### config.mk
export PLATFORM = sky130hd
export DESIGN_NAME = modmul_1109_product_flat
export DESIGN_NICKNAME = d
export VERILOG_FILES = /design/src/rtl/modmul_1109_product_if.sv /design/src/rtl/modmul_1109_product.sv /design/src/flat_wrapper.sv
export SDC_FILE = /design/constraint.sdc
export NUM_CORES = 1
export LEC_CHECK = 0
export CAP_MARGIN = 20
export CORE_ASPECT_RATIO = 1.2
export CORE_MARGIN = 5
export CORE_UTILIZATION = 62
export CTS_BUF_LIST = sky130_fd_sc_hd__clkbuf_4
export CTS_CLUSTER_SIZE = 20
export DETAILED_ROUTE_END_ITERATION = 6
export PLACE_DENSITY = 0.85
export SLEW_MARGIN = 30
export SYNTH_ARGS = -nofsm -noshare
export SYNTH_HDL_FRONTEND = slang
export SYNTH_SLANG_ARGS = --single-unit
### constraint.sdc
create_clock -name clk -period 4.6 [get_ports clk]
set_input_delay 0.92 -clock clk [delete_from_list [all_inputs] [get_ports clk]]
set_output_delay 0.92 -clock clk [all_outputs]
set_load 0.01 [all_outputs]
### src/rtl/modmul_1109_product_if.sv
// Operand/product handshake bundle for modmul_1109_product.
// range_err exists only when OPERAND_CHECK_EN is defined.
interface modmul_1109_product_if #(
    parameter int W  = 11,
    parameter int PW = 21
);
    logic          in_valid;
    logic          in_ready;
    logic [W-1:0]  a_in;
    logic [W-1:0]  b_in;
    logic          out_valid;
    logic          out_ready;
    logic [PW-1:0] product;
`ifdef OPERAND_CHECK_EN
    logic          range_err;
`endif

    // Both sides use valid/ready: a transfer happens on a rising edge where
    // valid and ready are both high; valid holds its payload until then.
    modport master (
        output in_valid, a_in, b_in, out_ready,
        input  in_ready, out_valid, product
`ifdef OPERAND_CHECK_EN
        , input range_err
`endif
    );

    modport slave (
        input  in_valid, a_in, b_in, out_ready,
        output in_ready, out_valid, product
`ifdef OPERAND_CHECK_EN
        , output range_err
`endif
    );
endinterface

### src/rtl/modmul_1109_product.sv
// Fixed-latency (11 iteration) shift-add multiplier for residues mod 1109.
// Optional operand range flag is enabled by defining OPERAND_CHECK_EN.
module modmul_1109_product #(
    parameter int Q  = 1109,
    parameter int W  = 11,
    parameter int PW = $clog2((Q - 1) * (Q - 1) + 1)
) (
    input  logic                  clk,
    input  logic                  rst,
    modmul_1109_product_if.slave  bus,
    output logic [1:0]            dbg_state
);
    localparam int AW = PW + 1;

    typedef enum logic [1:0] {
        IDLE = 2'd0,
        BUSY = 2'd1,
        DONE = 2'd2
    } state_t;

    state_t        state_q, state_d;
    logic [AW-1:0] a_sh_q, a_sh_d;
    logic [W-1:0]  b_sh_q, b_sh_d;
    logic [AW-1:0] acc_q, acc_d;
    logic [3:0]    cnt_q, cnt_d;
    logic [PW-1:0] product_q, product_d;
    logic [AW-1:0] acc_sum;
    logic          hs_in;
    logic          hs_out;
    logic          last_iter;

`ifdef OPERAND_CHECK_EN
    localparam logic [W-1:0] QV = W'(Q);
    logic range_err_q, range_err_d;
`endif

    assign hs_in     = bus.in_valid && bus.in_ready;
    assign hs_out    = bus.out_valid && bus.out_ready;
    assign last_iter = (cnt_q == 4'(W - 1));
    assign acc_sum   = acc_q + (b_sh_q[0] ? a_sh_q : '0);

    // State register
    always_ff @(posedge clk) begin
        if (rst) begin
            state_q <= IDLE;
        end else begin
            state_q <= state_d;
        end
    end

    // Next-state logic
    always_comb begin
        state_d = state_q;
        case (state_q)
            IDLE:    if (hs_in) state_d = BUSY;
            BUSY:    if (last_iter) state_d = DONE;
            DONE:    if (hs_out) state_d = IDLE;
            default: state_d = IDLE;
        endcase
    end

    // Output logic
    always_comb begin
        bus.in_ready  = (state_q == IDLE) && !rst;
        bus.out_valid = (state_q == DONE);
        bus.product   = product_q;
        dbg_state     = state_q;
    end

    // Datapath registers
    always_ff @(posedge clk) begin
        if (rst) begin
            a_sh_q    <= '0;
            b_sh_q    <= '0;
            acc_q     <= '0;
            cnt_q     <= '0;
            product_q <= '0;
        end else begin
            a_sh_q    <= a_sh_d;
            b_sh_q    <= b_sh_d;
            acc_q     <= acc_d;
            cnt_q     <= cnt_d;
            product_q <= product_d;
        end
    end

    // product is only rewritten on the final iteration, so it holds through
    // DONE and afterwards until the next result lands.
    always_comb begin
        a_sh_d    = a_sh_q;
        b_sh_d    = b_sh_q;
        acc_d     = acc_q;
        cnt_d     = cnt_q;
        product_d = product_q;
        case (state_q)
            IDLE: begin
                if (hs_in) begin
                    a_sh_d = AW'(bus.a_in);
                    b_sh_d = bus.b_in;
                    acc_d  = '0;
                    cnt_d  = '0;
                end
            end
            BUSY: begin
                acc_d  = acc_sum;
                a_sh_d = a_sh_q << 1;
                b_sh_d = b_sh_q >> 1;
                cnt_d  = cnt_q + 4'd1;
                if (last_iter) product_d = acc_sum[PW-1:0];
            end
            default: ;
        endcase
    end

`ifdef OPERAND_CHECK_EN
    always_comb begin
        range_err_d = range_err_q;
        if (hs_in) range_err_d = (bus.a_in >= QV) || (bus.b_in >= QV);
    end

    always_ff @(posedge clk) begin
        if (rst) begin
            range_err_q <= 1'b0;
        end else begin
            range_err_q <= range_err_d;
        end
    end

    assign bus.range_err = range_err_q;
`endif
endmodule

### src/flat_wrapper.sv
// flat-port wrapper written by rule: the top's interface ports become plain ports
module modmul_1109_product_flat 
#(
    parameter int Q  = 1109,
    parameter int W  = 11,
    parameter int PW = $clog2((Q - 1) * (Q - 1) + 1)
)
  (clk, rst, dbg_state, bus_in_valid, bus_a_in, bus_b_in, bus_out_ready, bus_in_ready, bus_out_valid, bus_product);
  modmul_1109_product_if #(.W(W), .PW(PW)) bus_i ();
  input  logic clk;
  input  logic rst;
  output logic [1:0] dbg_state;
  input wire logic [$bits(bus_i.in_valid)-1:0] bus_in_valid;
  input wire logic [$bits(bus_i.a_in)-1:0] bus_a_in;
  input wire logic [$bits(bus_i.b_in)-1:0] bus_b_in;
  input wire logic [$bits(bus_i.out_ready)-1:0] bus_out_ready;
  output wire logic [$bits(bus_i.in_ready)-1:0] bus_in_ready;
  output wire logic [$bits(bus_i.out_valid)-1:0] bus_out_valid;
  output wire logic [$bits(bus_i.product)-1:0] bus_product;
  assign bus_i.in_valid = bus_in_valid;
  assign bus_i.a_in = bus_a_in;
  assign bus_i.b_in = bus_b_in;
  assign bus_i.out_ready = bus_out_ready;
  assign bus_in_ready = bus_i.in_ready;
  assign bus_out_valid = bus_i.out_valid;
  assign bus_product = bus_i.product;
  modmul_1109_product #(.Q(Q), .W(W), .PW(PW)) u_core (.clk(clk), .rst(rst), .bus(bus_i), .dbg_state(dbg_state));
endmodule
==> flow_summary.toml <==
[place]
placed_cell_area_mm2 = 0.00470
pre_cts_ws_ns = 1.65
gp_congestion = 0.948
hpwl_um = 7060
port_buffers = 50

[worst_setup_path]
r2r_slack_ns = 1.65
reg2reg_from = "u_core.b_sh_q[0]"
critPathRequiredTime_ns = 4.92
end_kind = "flop"
cpLargestDelayFamily = "compound AO/OA/AOI/OAI gates"
worst_ep_arrival_time_ns = 3.27
path_cells = "and2_1 > ha_1 > fa_1 > a21o_1 > a221o_1 > a221oi_4 > o21bai_1 > xnor2_1 > o21ai_1"
path_buf_inv = 0
max_stage_delay_ns = 0.47
path_max_fanout = 22
r2r_end = "u_core.acc_q[16]"
crit_cells = 9
crit_type = "flop to flop"
cp_slowest_cell = "dfxtp_1"
start_kind = "flop"
worst_r2r_path_depth = 9

[power_and_ir_drop]
peakVddDrop_v = 0.000196
p_leak_uw = 0.00180
p_seq_frac = 0.554
power.internal_uw = 974
p_comb_frac = 0.074
pwr-share-clk = 0.372
p_total_uw = 1290
power.switching_uw = 316
p_per_area_mw_per_mm2 = 265
switching_share = 0.245

[logic_synthesis]
avgSynthCellArea_um2 = 8.32
synth_cells = 503
syn_area_mm2 = 0.00418
yosys_warnings = 0
synthFlopType = "dfxtp_1"
yosysSeqAreaShare = 0.383
ys_types = 53
synth-async-reset-ratio = 0
synth-seq-cells = 80
synth_edf_count = 0
syn-num-nets = 552

[clocking]
root_buffer = "clkbuf_4"
tritoncts = "done"
cts.reportedPaths.clkPinSlew_ns = 0.13
clk_latency_ns = 0.43
cts_resized = 0
holdBufCountCts = 0
cts_buffers = 9
cts_setup_buffers = 0
clockBufferDepth = 2
cts_num_sinks = 80
h-tree-depth = 3

[sta]
finalCritPeriodShare = 0.641
fin_setup_tns_ns = 0
setup_slack_ns = 1.65
period_minus_slack_ns = 2.95
timing.max_slew.rel_slack = 0.430
slew_violations = 0
timing.fmax_ghz = 0.339
hold_violations = 0
tightest_slew_ns = 0.852
setup_violations = 0
fin_worst_skew_ns = 0.0208
rsz0062_at_grt = "false"

[floorplan]
dieArea_mm2 = 0.00850
initial_core_util = 0.645
die_h_um = 100
rows = 32
die_w_um = 85.0
ios = 51
coreArea_mm2 = 0.00649

[job]
maxCapViolCount = 0

[drt]
routed_wl_um = 9800
vias = 3836
drt_pass1_iterations = 5
ant_nets = 0
drt_iter0_drc = 240
post-route-drc-count = 0
vias_per_cell = 6.12
routedWlPerCell_um = 15.6

[finish]
seq_area_mm2 = 0.00160
multiInputGateArea_mm2 = 0.00246
synthToLayoutAreaGrowth_pct = 16.5
n_antenna_cell = 0
fillerInstances = 536
fin_nets = 586
finalInstanceArea_mm2 = 0.00487
drive_above_1_share = 0.0646

[grt]
grt_use_total = 0.234
grt_max_degree = 81
grt-ovfl-total = 0
grt_pass1_vias = 3622
grt_pass1_wl_um = 16300
antenna_found_initial = 0

[outcome]
status = "finished clean"

[worst_hold_path]
worstHoldEndpoint = "u_core.bus.product[0]"
holdPathStages = 2
holdCritStartpoint = "u_core.bus.product[0]"
hp-class = "flop to flop"
[tightest hold or removal path, stage by stage (launching register included)]
cell     delay, ns
dfxtp_1       0.33
nand2_1       0.05
a21oi_1       0.05
[cell families (layout without fill, tap and decap cells)]
group,count (synthesis),after routing,share of synthesized area
AOI/OAI and AO/OA,163,163,0.261
buffers and inverters,34,73,0.0317
muxes,1,1,0.00269
xor gates and xnor gates,13,13,0.0272
DFF,80,80,0.383
and+or+nand+nor,189,189,0.223
adders and majority gates,23,23,0.0706
[worst max path at each step]
stage | endpoint | slack, ns | from
floorplan | u_core.acc_q[14] | 1.93 | u_core.b_sh_q[0]
global placement | u_core.acc_q[15] | 1.71 | bus_in_valid
detailed placement | u_core.acc_q[16] | 1.65 | u_core.b_sh_q[0]
CTS | u_core.acc_q[16] | 1.64 | u_core.b_sh_q[0]
global route | u_core.acc_q[16] | 1.47 | u_core.b_sh_q[0]
finish | u_core.acc_q[16] | 1.65 | u_core.b_sh_q[0]
[registers in the layout (all words and copies together) (netlist names)]
signal / count
u_core.a_sh_q: 21
u_core.acc_q: 21
u_core.b_sh_q: 11
u_core.bus.product: 21
u_core.cnt_q: 4
u_core.dbg_state: 2
[cells in the final DEF (no fill, tap or decap), types with 5 or more instances in the layout]
master | netlist | layout
and3_1 | 5 | 5
buf_4 | 0 | 5
a21o_1 | 10 | 10
and2_1 | 25 | 25
nand2b_1 | 5 | 5
nor2_1 | 35 | 34
a22oi_1 | 36 | 36
nand3_1 | 15 | 15
nand2_1 | 66 | 66
xor2_1 | 7 | 7
nand3b_1 | 7 | 7
ha_1 | 22 | 22
clkbuf_4 | 0 | 10
a31oi_1 | 5 | 5
dfxtp_1 | 80 | 80
a21oi_1 | 54 | 54
o21ai_0 | 14 | 14
xnor2_1 | 6 | 6
o21ai_1 | 7 | 7
clkdlybuf4s50_1 | 0 | 49
nor3b_1 | 7 | 7
[layer usage]
metal,share of wire,GRT usage,up-vias,routed length [um]
met1,0.45,0.302,1799,4450
met3,0.050,0.0328,19,494
met4,0.021,0.0853,0,206
met5,0,0,-,0
met2,0.47,0.397,117,4650
li1,-,-,1901,-
[metrics by stage]
stage | cells | hold slack (ns) | util
6_report | 627 | 0.465 | 0.751
5_1_grt | 627 | 0.492 | 0.751
4_1_cts | 627 | 0.468 | 0.750
3_5_place_dp | 611 | 0.449 | 0.725
3_3_place_gp | 611 | 0.442 | 0.725
2_1_floorplan | 503 | 0.426 | -
[Yosys cell counts, drive strengths merged (2+ instances only)]
library cell  count  share of area
a311o             2         0.0048
a21o             10          0.018
a31oi             5         0.0075
buf               8         0.0084
nor2             35          0.031
xor2              7          0.015
nor3              5         0.0060
a2111oi           4         0.0084
clkbuf           24          0.022
inv               2         0.0018
a31o              4         0.0084
a21boi            2         0.0036
and3              5         0.0075
a211oi            4         0.0072
nor2b             5         0.0075
nand3b            7          0.013
o21a              2         0.0036
o41ai             2         0.0042
o21ai            23          0.029
a22o              3         0.0063
a32o              3         0.0072
and2             25          0.037
nand2            66          0.059
ha               22          0.066
nand3            15          0.018
nand2b            5         0.0075
a221oi            2         0.0084
nand4             3         0.0045
or3               3         0.0045
or4               2         0.0036
a21oi            54          0.065
or2               2         0.0030
a22oi            36          0.065
nor3b             7          0.013
xnor2             6          0.013
a211o             3         0.0063
and4              2         0.0042
dfxtp            80           0.38
[power by group through the flow]
stage	registers [uW]	clock network, uW	logic [uW]
2_1_floorplan	726	0	56.2
3_3_place_gp	729	0	92.3
3_5_place_dp	730	0	93.8
4_1_cts	714	486	94.1
5_1_grt	717	514	104
6_report	715	480	94.9
[area by class of cell]
class | count | area share
clock inverter | 6 | 0.0185
timing repair buffer | 55 | 0.109
clock buffer | 10 | 0.0154
multi-input combinational | 389 | 0.505
tap | 85 | 0.0218
sequential | 80 | 0.329
inverter | 2 | 0.00154
(Power assumes the default switching activity.)
